## src/rtl/decode_pkg.sv

```systemverilog
// Shared decode constants: immediate-class encodings, RV opcodes and the
// stage-control FSM state type.
package decode_pkg;

  localparam logic [2:0] NO = 3'd0;
  localparam logic [2:0] RT = 3'd1;
  localparam logic [2:0] IT = 3'd2;
  localparam logic [2:0] ST = 3'd3;
  localparam logic [2:0] BT = 3'd4;
  localparam logic [2:0] UT = 3'd5;
  localparam logic [2:0] JT = 3'd6;

  localparam logic [6:0] OP        = 7'b0110011;
  localparam logic [6:0] OP_IMM    = 7'b0010011;
  localparam logic [6:0] LOAD      = 7'b0000011;
  localparam logic [6:0] JALR      = 7'b1100111;
  localparam logic [6:0] SYSTEM    = 7'b1110011;
  localparam logic [6:0] STORE     = 7'b0100011;
  localparam logic [6:0] BRANCH    = 7'b1100011;
  localparam logic [6:0] JAL       = 7'b1101111;
  localparam logic [6:0] LUI       = 7'b0110111;
  localparam logic [6:0] AUIPC     = 7'b0010111;
  localparam logic [6:0] OP_IMM_32 = 7'b0011011;
  localparam logic [6:0] OP_32     = 7'b0111011;

  typedef enum logic [1:0] {S_EMPTY, S_ONE, S_TWO} state_t;

endpackage

```

## src/rtl/decode_stage_imm_gen.sv

```systemverilog
// Combinational immediate generator: assembles the 32-bit immediate for the
// given class, then sign-extends it from instr[31] to XLEN.
module imm_gen
  import decode_pkg::*;
#(
  parameter int XLEN = 32
) (
  input  logic [31:7]     i_instr,
  input  logic [2:0]      i_imm_src,
  output logic [XLEN-1:0] o_imm
);

  logic [31:0] w_imm32;

  always_comb begin
    w_imm32 = '0;
    case (i_imm_src)
      IT: w_imm32 = {{20{i_instr[31]}}, i_instr[31:20]};
      ST: w_imm32 = {{20{i_instr[31]}}, i_instr[31:25], i_instr[11:7]};
      BT: w_imm32 = {{19{i_instr[31]}}, i_instr[31], i_instr[7], i_instr[30:25],
                     i_instr[11:8], 1'b0};
      UT: w_imm32 = {i_instr[31:12], 12'b0};
      JT: w_imm32 = {{11{i_instr[31]}}, i_instr[31], i_instr[19:12], i_instr[20],
                     i_instr[30:21], 1'b0};
      default: w_imm32 = '0;
    endcase
  end

  generate
    if (XLEN > 32) begin : g_ext
      assign o_imm = {{(XLEN-32){w_imm32[31]}}, w_imm32};
    end else begin : g_noext
      assign o_imm = w_imm32;
    end
  endgenerate

endmodule

```

## src/rtl/decode_stage.sv

```systemverilog
// Registered RV32/RV64 decode stage: combinational classifier + imm_gen feeding
// an output register and optional skid entry under a three-state control FSM.
module decode_stage
  import decode_pkg::*;
#(
  parameter int XLEN = 32,
  parameter bit SKID = 1'b1
) (
  input  logic            i_clk,
  input  logic            i_rst_n,
  input  logic            i_flush,
  input  logic            i_valid,
  output logic            o_ready,
  input  logic [31:0]     i_instr,
  input  logic [XLEN-1:0] i_pc,
  output logic            o_valid,
  input  logic            i_ready,
  output logic [XLEN-1:0] o_pc,
  output logic [2:0]      o_imm_src,
  output logic [XLEN-1:0] o_imm,
  output logic [4:0]      o_rd,
  output logic [4:0]      o_rs1,
  output logic [4:0]      o_rs2,
  output logic            o_reg_we,
  output logic            o_mem_rd,
  output logic            o_mem_wr,
  output logic            o_branch,
  output logic            o_jump,
  output logic            o_illegal
);

  typedef struct packed {
    logic [XLEN-1:0] pc;
    logic [XLEN-1:0] imm;
    logic [2:0]      src;
    logic [4:0]      rd;
    logic [4:0]      rs1;
    logic [4:0]      rs2;
    logic            reg_we;
    logic            mem_rd;
    logic            mem_wr;
    logic            branch;
    logic            jump;
    logic            illegal;
  } bundle_t;

  logic [6:0]      w_opc;
  logic [2:0]      w_src;
  logic            w_ill;
  logic [XLEN-1:0] w_imm;
  bundle_t         w_dec;

  assign w_opc = i_instr[6:0];

  always_comb begin
    w_src = NO;
    w_ill = 1'b0;
    case (w_opc)
      OP:                          w_src = RT;
      OP_IMM, LOAD, JALR, SYSTEM:  w_src = IT;
      STORE:                       w_src = ST;
      BRANCH:                      w_src = BT;
      JAL:                         w_src = JT;
      LUI, AUIPC:                  w_src = UT;
      OP_IMM_32: if (XLEN == 64) w_src = IT; else w_ill = 1'b1;
      OP_32:     if (XLEN == 64) w_src = RT; else w_ill = 1'b1;
      default:                     w_ill = 1'b1;
    endcase
  end

  imm_gen #(.XLEN(XLEN)) u_imm_gen (
    .i_instr   (i_instr[31:7]),
    .i_imm_src (w_src),
    .o_imm     (w_imm)
  );

  always_comb begin
    w_dec         = '0;
    w_dec.pc      = i_pc;
    w_dec.imm     = w_imm;
    w_dec.src     = w_src;
    w_dec.rd      = i_instr[11:7];
    w_dec.rs1     = i_instr[19:15];
    w_dec.rs2     = i_instr[24:20];
    // x0 is hardwired, so a write to it is never requested downstream
    w_dec.reg_we  = (w_src == RT || w_src == IT || w_src == UT || w_src == JT) &&
                    (i_instr[11:7] != 5'd0);
    w_dec.mem_rd  = (w_opc == LOAD);
    w_dec.mem_wr  = (w_opc == STORE);
    w_dec.branch  = (w_opc == BRANCH);
    w_dec.jump    = (w_opc == JAL) || (w_opc == JALR);
    w_dec.illegal = w_ill;
  end

  state_t  r_state, w_state_nxt;
  bundle_t r_out, r_skid;
  logic    w_acc, w_drn, w_ld_out, w_ld_skid, w_mv_skid;

  // Without the skid entry the stage only accepts when the slot drains, so
  // S_TWO is unreachable and the same FSM serves both configurations.
  assign o_ready = SKID ? (r_state != S_TWO) : ((r_state == S_EMPTY) || i_ready);
  assign o_valid = (r_state != S_EMPTY);
  assign w_acc   = i_valid && o_ready;
  assign w_drn   = o_valid && i_ready;

  always_comb begin
    w_state_nxt = r_state;
    w_ld_out    = 1'b0;
    w_ld_skid   = 1'b0;
    w_mv_skid   = 1'b0;
    if (i_flush) begin
      w_state_nxt = S_EMPTY;
    end else begin
      case (r_state)
        S_EMPTY: if (w_acc) begin
          w_state_nxt = S_ONE;
          w_ld_out    = 1'b1;
        end
        S_ONE: begin
          if (w_acc && w_drn) begin
            w_ld_out = 1'b1;
          end else if (w_acc) begin
            w_state_nxt = S_TWO;
            w_ld_skid   = 1'b1;
          end else if (w_drn) begin
            w_state_nxt = S_EMPTY;
          end
        end
        S_TWO: if (w_drn) begin
          w_state_nxt = S_ONE;
          w_mv_skid   = 1'b1;
        end
        default: w_state_nxt = S_EMPTY;
      endcase
    end
  end

  always_ff @(posedge i_clk or negedge i_rst_n) begin
    if (!i_rst_n) r_state <= S_EMPTY;
    else          r_state <= w_state_nxt;
  end

  always_ff @(posedge i_clk or negedge i_rst_n) begin
    if (!i_rst_n) begin
      r_out  <= '0;
      r_skid <= '0;
    end else begin
      if (w_ld_out)       r_out <= w_dec;
      else if (w_mv_skid) r_out <= r_skid;
      if (w_ld_skid)      r_skid <= w_dec;
    end
  end

  assign o_pc      = r_out.pc;
  assign o_imm     = r_out.imm;
  assign o_imm_src = r_out.src;
  assign o_rd      = r_out.rd;
  assign o_rs1     = r_out.rs1;
  assign o_rs2     = r_out.rs2;
  assign o_reg_we  = r_out.reg_we;
  assign o_mem_rd  = r_out.mem_rd;
  assign o_mem_wr  = r_out.mem_wr;
  assign o_branch  = r_out.branch;
  assign o_jump    = r_out.jump;
  assign o_illegal = r_out.illegal;

endmodule
```

## config.mk

```make
export PLATFORM = sky130hd
export DESIGN_NAME = decode_stage
export DESIGN_NICKNAME = d
export VERILOG_FILES = /design/src/rtl/decode_pkg.sv /design/src/rtl/decode_stage_imm_gen.sv /design/src/rtl/decode_stage.sv
export SDC_FILE = /design/constraint.sdc
export NUM_CORES = 1
export LEC_CHECK = 0
export CAP_MARGIN = 40
export CORE_UTILIZATION = 45
export DETAILED_ROUTE_END_ITERATION = 6
export GPL_TIMING_DRIVEN = 0
export PLACE_DENSITY_LB_ADDON = 0.3
export SYNTH_ARGS = -nofsm -noshare
export SYNTH_HDL_FRONTEND = slang
export SYNTH_HIERARCHICAL = 1
export SYNTH_SLANG_ARGS = --single-unit
```

## constraint.sdc

```tcl
create_clock -name i_clk -period 1.55 [get_ports i_clk]
set_input_delay 0.465 -clock i_clk [delete_from_list [all_inputs] [get_ports i_clk]]
set_output_delay 0.465 -clock i_clk [all_outputs]
set_load 0.03 [all_outputs]
```

==> flow_summary.toml <==
[synthesis]
yosysUniqueCellTypes = 50
synth_xor_area_share_pct = 0.106
synth_top_area_cell = "dfrtp_1"
synth-compound-area-share_pct = 11.3
yosys_warnings = 6
synth-simple-area-share_pct = 14.6
seq_area_frac_synth_pct = 54.1
postSynth.asyncResetShare_pct = 100
ys_ff_latch = 178
synth.net_count = 787
synth-main-ff-cell = "dfrtp_1"
synth-adder-area-share_pct = 0
netlist.area_leader.share_pct = 54.1
synth_area_leaders = "dfrtp_1 (54%), mux2_4 (8.9%), nand2_1 (8.1%), a22oi_1 (7.4%), mux2_2 (4.7%)"
syn_area_sq_mm = 0.00823
synth_enable_flop_cells = 0
synthCells = 718
synth_top_family_by_area = "multiplexers"
synth.area.mux_share_pct = 15.3
syn_avg_cell_area_sq_um = 11.5

[place]
io_buffers = 156
place_area_sq_mm = 0.0102
place_inst = 1104
place_congestion = 0.864
dpl.hpwl_um = 14000

[clocking]
clkTransAtPathRegs_ns = 0.07
clk_latency_ns = 0.43
root_buffer = "clkbuf_16"
cts_tree = "done"
htreeDepth = 4
clk_path_buf_depth = 2
cts_sinks = 178
numCtsBuffers = 17

[sta]
max_freq_ghz = 0.494
finalHoldViolations = 0
period_share_pct = 131
final_max_slew_viol_count = 0
holdWs_ns = 0.0390
setup_tns_ns = -40.78
worst_slew_pin_slew_ns = 0.763
setup_viol = 179
worst_slack_ns = -0.476
skew_ns = 0.0117
relSlewSlack_pct = 48.7
rsz0062_at_grt = "yes"
final.min_clock_period_ns = 2.03

[final_layout]
stdcell_area_sq_mm = 0.0129
drive_gt1_share_pct = 54.6
nNetsFinal = 1041
diodes = 0
final_cells = 1214
fill_cells = 1193
area_growth_pct = 56.8

[grt]
overflow = 0
grt_max_degree = 91
grt_pass1_vias = 6863
antenna_found_initial = 0
track_usage_pct = 26.4
grt_pass1_wl_um = 37300

[pwr]
powerDensity_mw_per_mm2 = 1050
max-vdd-ir-drop_uv = 860
p_leak_nw = 6.31

[setup_path]
cp_data_arrival_time_ns = 2.33
crit_required_ns = 1.85
path_max_fanout = 5
cp-end-kind = "flip-flop"
start_kind = "primary input"
worst-setup-path-type = "in -> reg"

[die]
dieArea_sq_mm = 0.0188
design.portCount = 159
start_util_pct = 45.8
coreArea_sq_mm = 0.0180
die_y_um = 137
die_w_um = 137
rows = 49

[route]
num_vias = 6983
drtPass1Iterations = 5
viasPerCell = 5.75
ant_nets = 0
first_iter_violations = 385
route.final.wire_length_um = 25900
wl_per_cell_um = 21.3
drc = 0

[run]
maxCapViolCount = 0

[hold_path]
min-delay-path-class = "in -> async"

[run_status]
outcome = "complete, but fails checks"
violations = "negative setup slack"
-- cell type report --
| type | count | area, sq um | share of cell area [%] |
|---|---|---|---|
| plain buffers | 50 | 708 | 5.49 |
| flip-flops and latches | 178 | 4460 | 34.5 |
| inverters | 2 | 7.51 | 0.0582 |
| clock buffers | 20 | 437 | 3.38 |
| repair buffers | 243 | 2370 | 18.4 |
| clock inverters | 12 | 156 | 1.21 |
| multi-input cells | 480 | 4480 | 34.7 |
| well taps | 229 | 287 | 2.22 |
-- synthesized netlist by cell type (3+ instances only) --
library cell and n:
mux2i_1 14, and4b_1 4, dfrtp_1 178, a21oi_1 5, clkbuf_1 8, a221o_1 5, a22oi_1 81, o221ai_1 8
nand2_1 178, nor3_1 3, nand4b_1 11, buf_2 28, nand3_1 14, mux2_2 34, nand2b_1 5, nor3b_1 7
buf_6 10, nor2b_1 7, buf_4 9, mux2_4 49, nand3b_1 3, o21ai_0 11, nor2_1 8
-- critical path, stage by stage --
cell,delay (ns)
buf_8,0.10
buf_6,0.12
mux2i_4,0.18
nor4_4,0.13
buf_4,0.18
buf_6,0.14
buf_12,0.12
buf_12,0.14
mux2i_1,0.26
o221ai_2,0.13
a22oi_1,0.25
nand2_1,0.09
-- stage by stage --
| stage | total power, mW | setup WS (ns) | utilization [%] |
|---|---|---|---|
| 6_report | 13.5 | -0.476 | 71.8 |
| 5_1_grt | 14.0 | -0.526 | 71.8 |
| 4_1_cts | 13.1 | -0.317 | 67.7 |
| 3_5_place_dp | 8.45 | -1.51 | 56.7 |
| 3_3_place_gp | 8.40 | -7.39 | 56.5 |
| 2_1_floorplan | 7.30 | -0.619 | - |
-- flip-flops by register name, indices dropped and copies added, names as in the netlist --
| name | cells |
|---|---|
| o_mem_wr | 1 |
| o_jump | 1 |
| o_illegal | 1 |
| o_rs2 | 5 |
| o_imm_src | 3 |
| r_skid | 88 |
| o_rs1 | 5 |
| o_rd | 5 |
| o_imm | 32 |
| o_mem_rd | 1 |
| o_branch | 1 |
| r_state | 2 |
| o_reg_we | 1 |
| o_pc | 32 |
-- power breakdown --
group	total (mW)	switching, mW	internal, mW
clock	4.44	1.89	2.55
combinational	3.18	1.63	1.55
sequential	5.87	0.533	5.34
-- layout by cell type (no fill, tap or decap), types with 28 or more instances in the layout --
cell type | netlist | final
dfrtp_1 | 178 | 177
buf_2 | 28 | 87
clkdlybuf4s50_1 | 0 | 57
mux2_2 | 34 | 28
nand2_1 | 178 | 106
mux2_4 | 49 | 55
buf_6 | 10 | 43
a22oi_1 | 81 | 29
nand2_2 | 1 | 46
a22oi_2 | 0 | 52
buf_4 | 9 | 36
-- cells by family (layout without fill, tap and decap cells) --
group,count (synthesis),after routing
simple gates,256,256
flops,178,178
compound gates,126,126
mux,97,97
buf+inv,60,327
xor+xnor,1,1
-- what timing repair did --
item                       in CTS  in global routing
hold buffers                    0                  0
setup endpoints to repair     267                180
gates resized for setup       726                179
pin swaps                      80                 57
gates cloned                   24                  6
setup buffers                  44                 20
-- final timing paths --
kind	from	endpoint	slack, ns	cells after the start
setup reg to reg	r_state[1]	r_skid[84]	-0.30	8
hold / removal	i_rst_n	o_pc[14]	0.04	1
max in group asynchronous	i_rst_n	r_skid[24]	0.62	2
setup / recovery	i_instr[2]	o_imm[16]	-0.48	12
min in group i_clk	o_imm[30]	o_imm[30]	0.47	2
hold reg to reg	o_imm[30]	o_imm[30]	0.47	2
-- routing by layer --
layer / global-route usage [%] / routed length (um) / up-vias
li1: - / - / 3067
met1: 35.3 / 10800 / 3556
met2: 42.3 / 12700 / 289
met3: 5.11 / 1600 / 71
met4: 10.5 / 824 / 0
met5: 0 / 0 / -
No activity file was read; power rests on OpenSTA's default activity.
